### src/rtl/mem_if_pkg.sv
// mem_if_pkg: shared RAM geometry defaults and the access controller FSM states.
package mem_if_pkg;
    localparam int MEM_WIDTH_DEF = 16;
    localparam int MEM_DEPTH_DEF = 256;
    typedef enum logic [1:0] {
        ST_IDLE   = 2'd0,
        ST_ACCESS = 2'd1,
        ST_RESP   = 2'd2
    } state_t;
endpackage

### src/rtl/mem_access_ctrl_if.sv
// mem_access_ctrl_if: CPU request/response handshake plus RAM control and read bus.
interface mem_access_ctrl_if
    import mem_if_pkg::*;
#(
    parameter int MEM_WIDTH  = MEM_WIDTH_DEF,
    parameter int ADDR_WIDTH = $clog2(MEM_DEPTH_DEF)
);
    logic                  req_valid;
    logic                  req_ready;
    logic                  req_we;
    logic [ADDR_WIDTH-1:0] req_addr;
    logic [MEM_WIDTH-1:0]  req_wdata;
    logic                  rsp_valid;
    logic                  rsp_ready;
    logic [MEM_WIDTH-1:0]  rsp_rdata;
    logic [ADDR_WIDTH-1:0] ram_addr;
    logic                  ram_r_en;
    logic                  ram_w_en;
    logic [MEM_WIDTH-1:0]  ram_write_data;
    logic [MEM_WIDTH-1:0]  MDR_RAM_connect;
    modport slave (
        input  req_valid, req_we, req_addr, req_wdata, rsp_ready, MDR_RAM_connect,
        output req_ready, rsp_valid, rsp_rdata, ram_addr, ram_r_en, ram_w_en, ram_write_data
    );
    modport master (
        output req_valid, req_we, req_addr, req_wdata, rsp_ready, MDR_RAM_connect,
        input  req_ready, rsp_valid, rsp_rdata, ram_addr, ram_r_en, ram_w_en, ram_write_data
    );
endinterface

### src/rtl/mem_wait_counter.sv
// mem_wait_counter: loadable 4-bit down-counter that parks at zero and flags it.
module mem_wait_counter (
    input  logic       clk,
    input  logic       rst,
    input  logic       i_load,
    input  logic       i_en,
    input  logic [3:0] i_load_val,
    output logic       o_zero
);
    logic [3:0] r_cnt;
    always_ff @(posedge clk) begin
        if (rst)
            r_cnt <= '0;
        else if (i_load)
            r_cnt <= i_load_val;
        else if (i_en && r_cnt != '0)
            r_cnt <= r_cnt - 4'd1;
    end
    assign o_zero = (r_cnt == '0);
endmodule

### src/rtl/mem_access_ctrl.sv
// mem_access_ctrl: holds MAR/MDR and turns single-beat CPU loads/stores into RAM
// strobes, with WAIT_CYCLES extra access cycles and a valid/ready response.
module mem_access_ctrl
    import mem_if_pkg::*;
#(
    parameter int MEM_WIDTH   = MEM_WIDTH_DEF,
    parameter int MEM_DEPTH   = MEM_DEPTH_DEF,
    parameter int WAIT_CYCLES = 0
) (
    input logic              clk,
    input logic              rst,
    mem_access_ctrl_if.slave bus
);
    localparam int ADDR_WIDTH = $clog2(MEM_DEPTH);

    state_t                r_state;
    logic [ADDR_WIDTH-1:0] r_mar;
    logic [MEM_WIDTH-1:0]  r_mdr;
    logic                  r_we;
    logic                  r_ren;
    logic                  r_rsp_valid;
    logic                  r_req_ready;
    logic                  w_zero;
    logic                  w_accept;
    logic                  w_in_access;

    assign w_accept    = (r_state == ST_IDLE) && bus.req_valid;
    assign w_in_access = (r_state == ST_ACCESS);

    mem_wait_counter u_wait (
        .clk       (clk),
        .rst       (rst),
        .i_load    (w_accept),
        .i_en      (w_in_access),
        .i_load_val(4'(WAIT_CYCLES)),
        .o_zero    (w_zero)
    );

    always_ff @(posedge clk) begin
        if (rst) begin
            r_state     <= ST_IDLE;
            r_mar       <= '0;
            r_mdr       <= '0;
            r_we        <= 1'b0;
            r_ren       <= 1'b0;
            r_rsp_valid <= 1'b0;
            r_req_ready <= 1'b1;
        end else begin
            case (r_state)
                ST_IDLE: if (bus.req_valid) begin
                    r_mar       <= bus.req_addr;
                    r_mdr       <= bus.req_wdata;
                    r_we        <= bus.req_we;
                    r_ren       <= ~bus.req_we;
                    r_req_ready <= 1'b0;
                    r_state     <= ST_ACCESS;
                end
                ST_ACCESS: if (w_zero) begin
                    r_mdr       <= r_we ? r_mdr : bus.MDR_RAM_connect;
                    r_ren       <= 1'b0;
                    r_rsp_valid <= 1'b1;
                    r_state     <= ST_RESP;
                end
                ST_RESP: if (bus.rsp_ready) begin
                    r_rsp_valid <= 1'b0;
                    r_req_ready <= 1'b1;
                    r_state     <= ST_IDLE;
                end
                default: r_state <= ST_IDLE;
            endcase
        end
    end

    // rst gates the write strobe so a reset landing on the completing cycle never writes
    assign bus.ram_w_en       = w_in_access && r_we && w_zero && !rst;
    assign bus.ram_r_en       = r_ren;
    assign bus.req_ready      = r_req_ready && !rst;
    assign bus.rsp_valid      = r_rsp_valid;
    assign bus.rsp_rdata      = r_mdr;
    assign bus.ram_addr       = r_mar;
    assign bus.ram_write_data = r_mdr;
endmodule

### src/flat_wrapper.sv
// flat-port wrapper written by rule: the top's interface ports become plain ports
module mem_access_ctrl_flat import mem_if_pkg::*;
#(
    parameter int MEM_WIDTH   = MEM_WIDTH_DEF,
    parameter int MEM_DEPTH   = MEM_DEPTH_DEF,
    parameter int WAIT_CYCLES = 0
)
  (clk, rst, bus_req_valid, bus_req_we, bus_req_addr, bus_req_wdata, bus_rsp_ready, bus_MDR_RAM_connect, bus_req_ready, bus_rsp_valid, bus_rsp_rdata, bus_ram_addr, bus_ram_r_en, bus_ram_w_en, bus_ram_write_data);
  mem_access_ctrl_if #(.MEM_WIDTH(MEM_WIDTH), .ADDR_WIDTH(8)) bus_i ();
  input logic clk;
  input logic rst;
  input wire logic [$bits(bus_i.req_valid)-1:0] bus_req_valid;
  input wire logic [$bits(bus_i.req_we)-1:0] bus_req_we;
  input wire logic [$bits(bus_i.req_addr)-1:0] bus_req_addr;
  input wire logic [$bits(bus_i.req_wdata)-1:0] bus_req_wdata;
  input wire logic [$bits(bus_i.rsp_ready)-1:0] bus_rsp_ready;
  input wire logic [$bits(bus_i.MDR_RAM_connect)-1:0] bus_MDR_RAM_connect;
  output wire logic [$bits(bus_i.req_ready)-1:0] bus_req_ready;
  output wire logic [$bits(bus_i.rsp_valid)-1:0] bus_rsp_valid;
  output wire logic [$bits(bus_i.rsp_rdata)-1:0] bus_rsp_rdata;
  output wire logic [$bits(bus_i.ram_addr)-1:0] bus_ram_addr;
  output wire logic [$bits(bus_i.ram_r_en)-1:0] bus_ram_r_en;
  output wire logic [$bits(bus_i.ram_w_en)-1:0] bus_ram_w_en;
  output wire logic [$bits(bus_i.ram_write_data)-1:0] bus_ram_write_data;
  assign bus_i.req_valid = bus_req_valid;
  assign bus_i.req_we = bus_req_we;
  assign bus_i.req_addr = bus_req_addr;
  assign bus_i.req_wdata = bus_req_wdata;
  assign bus_i.rsp_ready = bus_rsp_ready;
  assign bus_i.MDR_RAM_connect = bus_MDR_RAM_connect;
  assign bus_req_ready = bus_i.req_ready;
  assign bus_rsp_valid = bus_i.rsp_valid;
  assign bus_rsp_rdata = bus_i.rsp_rdata;
  assign bus_ram_addr = bus_i.ram_addr;
  assign bus_ram_r_en = bus_i.ram_r_en;
  assign bus_ram_w_en = bus_i.ram_w_en;
  assign bus_ram_write_data = bus_i.ram_write_data;
  mem_access_ctrl #(.MEM_WIDTH(MEM_WIDTH), .MEM_DEPTH(MEM_DEPTH), .WAIT_CYCLES(WAIT_CYCLES)) u_core (.clk(clk), .rst(rst), .bus(bus_i));
endmodule
### config.mk
export PLATFORM = sky130hd
export DESIGN_NAME = mem_access_ctrl_flat
export DESIGN_NICKNAME = d
export VERILOG_FILES = /design/src/rtl/mem_if_pkg.sv /design/src/rtl/mem_access_ctrl_if.sv /design/src/rtl/mem_wait_counter.sv /design/src/rtl/mem_access_ctrl.sv /design/src/flat_wrapper.sv
export SDC_FILE = /design/constraint.sdc
export NUM_CORES = 1
export LEC_CHECK = 0
export ABC_AREA = 1
export BUFFER_PORTS_ARGS = -buffer_cell sky130_fd_sc_hd__clkbuf_2
export CELL_PAD_IN_SITES_DETAIL_PLACEMENT = 0
export CELL_PAD_IN_SITES_GLOBAL_PLACEMENT = 1
export CORE_AREA = 2 2 81 83
export CTS_CLUSTER_SIZE = 8
export DETAILED_ROUTE_END_ITERATION = 7
export DIE_AREA = 0 0 83 85
export PLACE_DENSITY_LB_ADDON = 0.1
export SYNTH_ARGS = -nofsm -noshare
export SYNTH_HDL_FRONTEND = slang
export SYNTH_SLANG_ARGS = --single-unit
### constraint.sdc
create_clock -name clk -period 1.83 [get_ports clk]
set_input_delay 0.0915 -clock clk [delete_from_list [all_inputs] [get_ports clk]]
set_output_delay 0.0915 -clock clk [all_outputs]
set_load 0.01 [all_outputs]
==> impl_metrics.toml <==
[worst_setup_path]
critPathBufInv = 2
r2r_slack_ns = 0.31
crit_family = "simple AND/OR/NAND/NOR gates"
cp.arrival_ns = 1.57
r2r-start = "u_core.u_wait.r_cnt[0]"
path_cells = "inv_1 > ha_1 > nand2_1 > nor2_2 > nand2_2 > nor3_1 > clkbuf_2"
critPathMaxStageDelay_ns = 0.31
crit_required_ns = 1.74
slowest_stage = "dfxtp_1"
crit_path_end_kind = "output port"
rr_endpoint = "u_core.bus.ram_write_data[0]"
r2r_cells = 8
path_max_fanout = 5
critical_path_class = "reg2out"
startpoint = "u_core.u_wait.r_cnt[0]"
start_kind = "flop"

[clock_network]
cts-htree-levels = 2
cts_tree = "yes"
clkSlewWorstSetupHoldPaths_ns = 0.07
clock_sinks = 34
ctsResizeCount = 0
post_cts_buffers = 0
cts_buffers = 5
clock_latency_ns = 0.28
cts_hold_buf = 0
cts_buffer_depth = 2
cts-root-buf = "clkbuf_8"

[flow_run]
drv_cap = 0

[placed_design]
placed_area_sq_um = 2190
routabilityCongestion = 0.725
portBuffers = 88
dpl.cell_count = 422
dpl.hpwl_mm = 3.58

[routing]
drtIter0Drc = 66
dr_wl_met2_mm = 2.14
drt_wl_total_mm = 4.69
top_layer = "met4"
postRouteAntennaNets = 0
m1WireLength_mm = 2.24
wl_per_cell_microns = 10.9
drt-pass1-iter-count = 4
dr_wl_met3_microns = 263
drcViolationCount = 0
viasPerCell = 4.24
num_vias = 1824

[timing]
setup-violations-final = 0
skew_ns = 0.00215
hold_ws_ns = 0.0536
post-route-period-util_pct = 90.8
hold_viol = 0
finalSetupTns_ns = 0
worst_pin_slew_ns = 0.410
max_freq_ghz = 0.602
slew_violations = 0
period_needed_ns = 1.66
slew-limit-headroom_pct = 72.6

[grt]
overflow = 0
grt_pass1_wl_mm = 7.80
antenna_found_initial = 0
grt_usage_pct = 13.6
grt_max_degree = 17
grt_pass1_vias = 1696

[synth]
ys_ff_latch = 34
synth.top_cell.area_share_pct = 38.1
synth_nets = 321
yosys_warnings = 0
avgSynthCellArea_sq_um = 6.49
synthesis.instances = 275
synth.area.top_cells = "dfxtp_1 (38%), nand2_1 (15%), nor2_1 (12%)"
synth_area_leader_cell = "dfxtp_1"
synth_area_sq_um = 1780
yosysUniqueCellTypes = 21
yosysSeqAreaShare_pct = 38.1

[final_layout]
drive_gt1_share_pct = 32.9
fin_nets = 398
postLayoutCellArea_sq_um = 2290
instances_no_fill = 430
diodes = 0
n_fill_cell = 718
multiInputGateArea_sq_um = 803
areaGrowthSynthToFinish_pct = 28.3
seqCellArea_sq_um = 681

[die]
die-area_sq_um = 7060
coreArea_sq_um = 6200
io_pins = 89
die_y_microns = 85
die_w_microns = 83
initial_core_util_pct = 28.8
row_count = 29

[min_path]
min_path_type = "in2reg"
hold-path-cell-count = 3
min_to = "u_core.bus.ram_addr[1]"
min_from = "bus_req_addr[1]"

[power_and_ir_drop]
p_total_mw = 2.01
power-per-cell-area_nw_per_um2 = 878
p_leak_nw = 1.31
ir_worst_vdd_mv = 0.438

[run_status]
status = "complete, no violations"
## area by class of cell
type | count | share of cell area, %
timing repair buffer | 97 | 22.2
sequential | 34 | 29.7
multi-input combinational | 185 | 35.1
clock buffer | 7 | 3.77
tap | 77 | 4.21
clock inverter | 1 | 0.219
inverter | 29 | 4.76
## per-layer routing
metal / GRT usage (%) / vias up
met1: 18.0 / 782
met2: 21.8 / 54
met4: 4.02 / 0
li1: - / 983
met5: 0 / -
met3: 3.60 / 5
## report_power, final
part / internal, mW / switching [mW] / total, mW
sequential: 0.821 / 0.0527 / 0.874
combinational: 0.229 / 0.326 / 0.555
clock: 0.304 / 0.276 / 0.580
## worst register-to-register path, cell delays in order, from the launching register on
cell,delay (ns)
dfxtp_1,0.31
inv_1,0.08
ha_1,0.19
nand2_1,0.10
nor2_2,0.15
nor2_2,0.09
nor2_4,0.33
nor2_1,0.09
nor2_1,0.10
## cell usage after synthesis, drive strengths merged
| library cell | number |
|---|---|
| a21oi | 8 |
| buf | 25 |
| clkbuf | 2 |
| dfxtp | 34 |
| ha | 1 |
| inv | 29 |
| nand2 | 71 |
| nand3 | 35 |
| nor2 | 57 |
| nor3 | 1 |
| o21ai | 11 |
| or2 | 1 |
## cells by family (layout without fill, tap and decap cells)
kind of cell,count (synthesis),after routing,share of synthesized area (%)
AOI/OAI and AO/OA,19,19,5.96
adders and majority gates,1,1,0.701
buffers and inverters,56,134,17.1
DFF,34,34,38.1
and+or+nand+nor,165,165,38.1
## flip-flops by register name, indices dropped and copies added, names as in the netlist
signal and count:
u_core.bus.rsp_valid 1, u_core.bus.ram_write_data 16, u_core.r_req_ready 1, u_core.r_state 2, u_core.r_we 1, u_core.bus.ram_addr 8, u_core.bus.ram_r_en 1, u_core.u_wait.r_cnt 4
## cell usage in the layout, fill, tap and decap left out, drive strengths merged, types with 8 or more instances in the layout
master,netlist,final
clkbuf,2,95
nand2,71,71
nor2,57,57
nand3,35,35
dfxtp,34,34
inv,29,29
o21ai,11,11
buf,25,9
a21oi,8,8
## worst max path at each step
stage	end	slack (ns)	cells after the start
2_1_floorplan	u_core.bus.ram_write_data[10]	0.48	8
3_3_place_gp	u_core.bus.ram_write_data[0]	0.31	8
3_5_place_dp	u_core.bus.ram_write_data[0]	0.30	8
4_1_cts	bus_ram_w_en	0.08	7
5_1_grt	bus_ram_w_en	-0.04	7
6_report	bus_ram_w_en	0.17	7
## per-stage QoR
| stage | util, % | setup slack (ns) |
|---|---|---|
| after global placement | 35.3 | 0.308 |
| after detailed placement | 35.3 | 0.298 |
| after global routing | 36.9 | -0.0434 |
| after floorplan | - | 0.484 |
| final | 36.9 | 0.168 |
| after CTS | 36.8 | 0.0805 |
(Power assumes the default switching activity.)
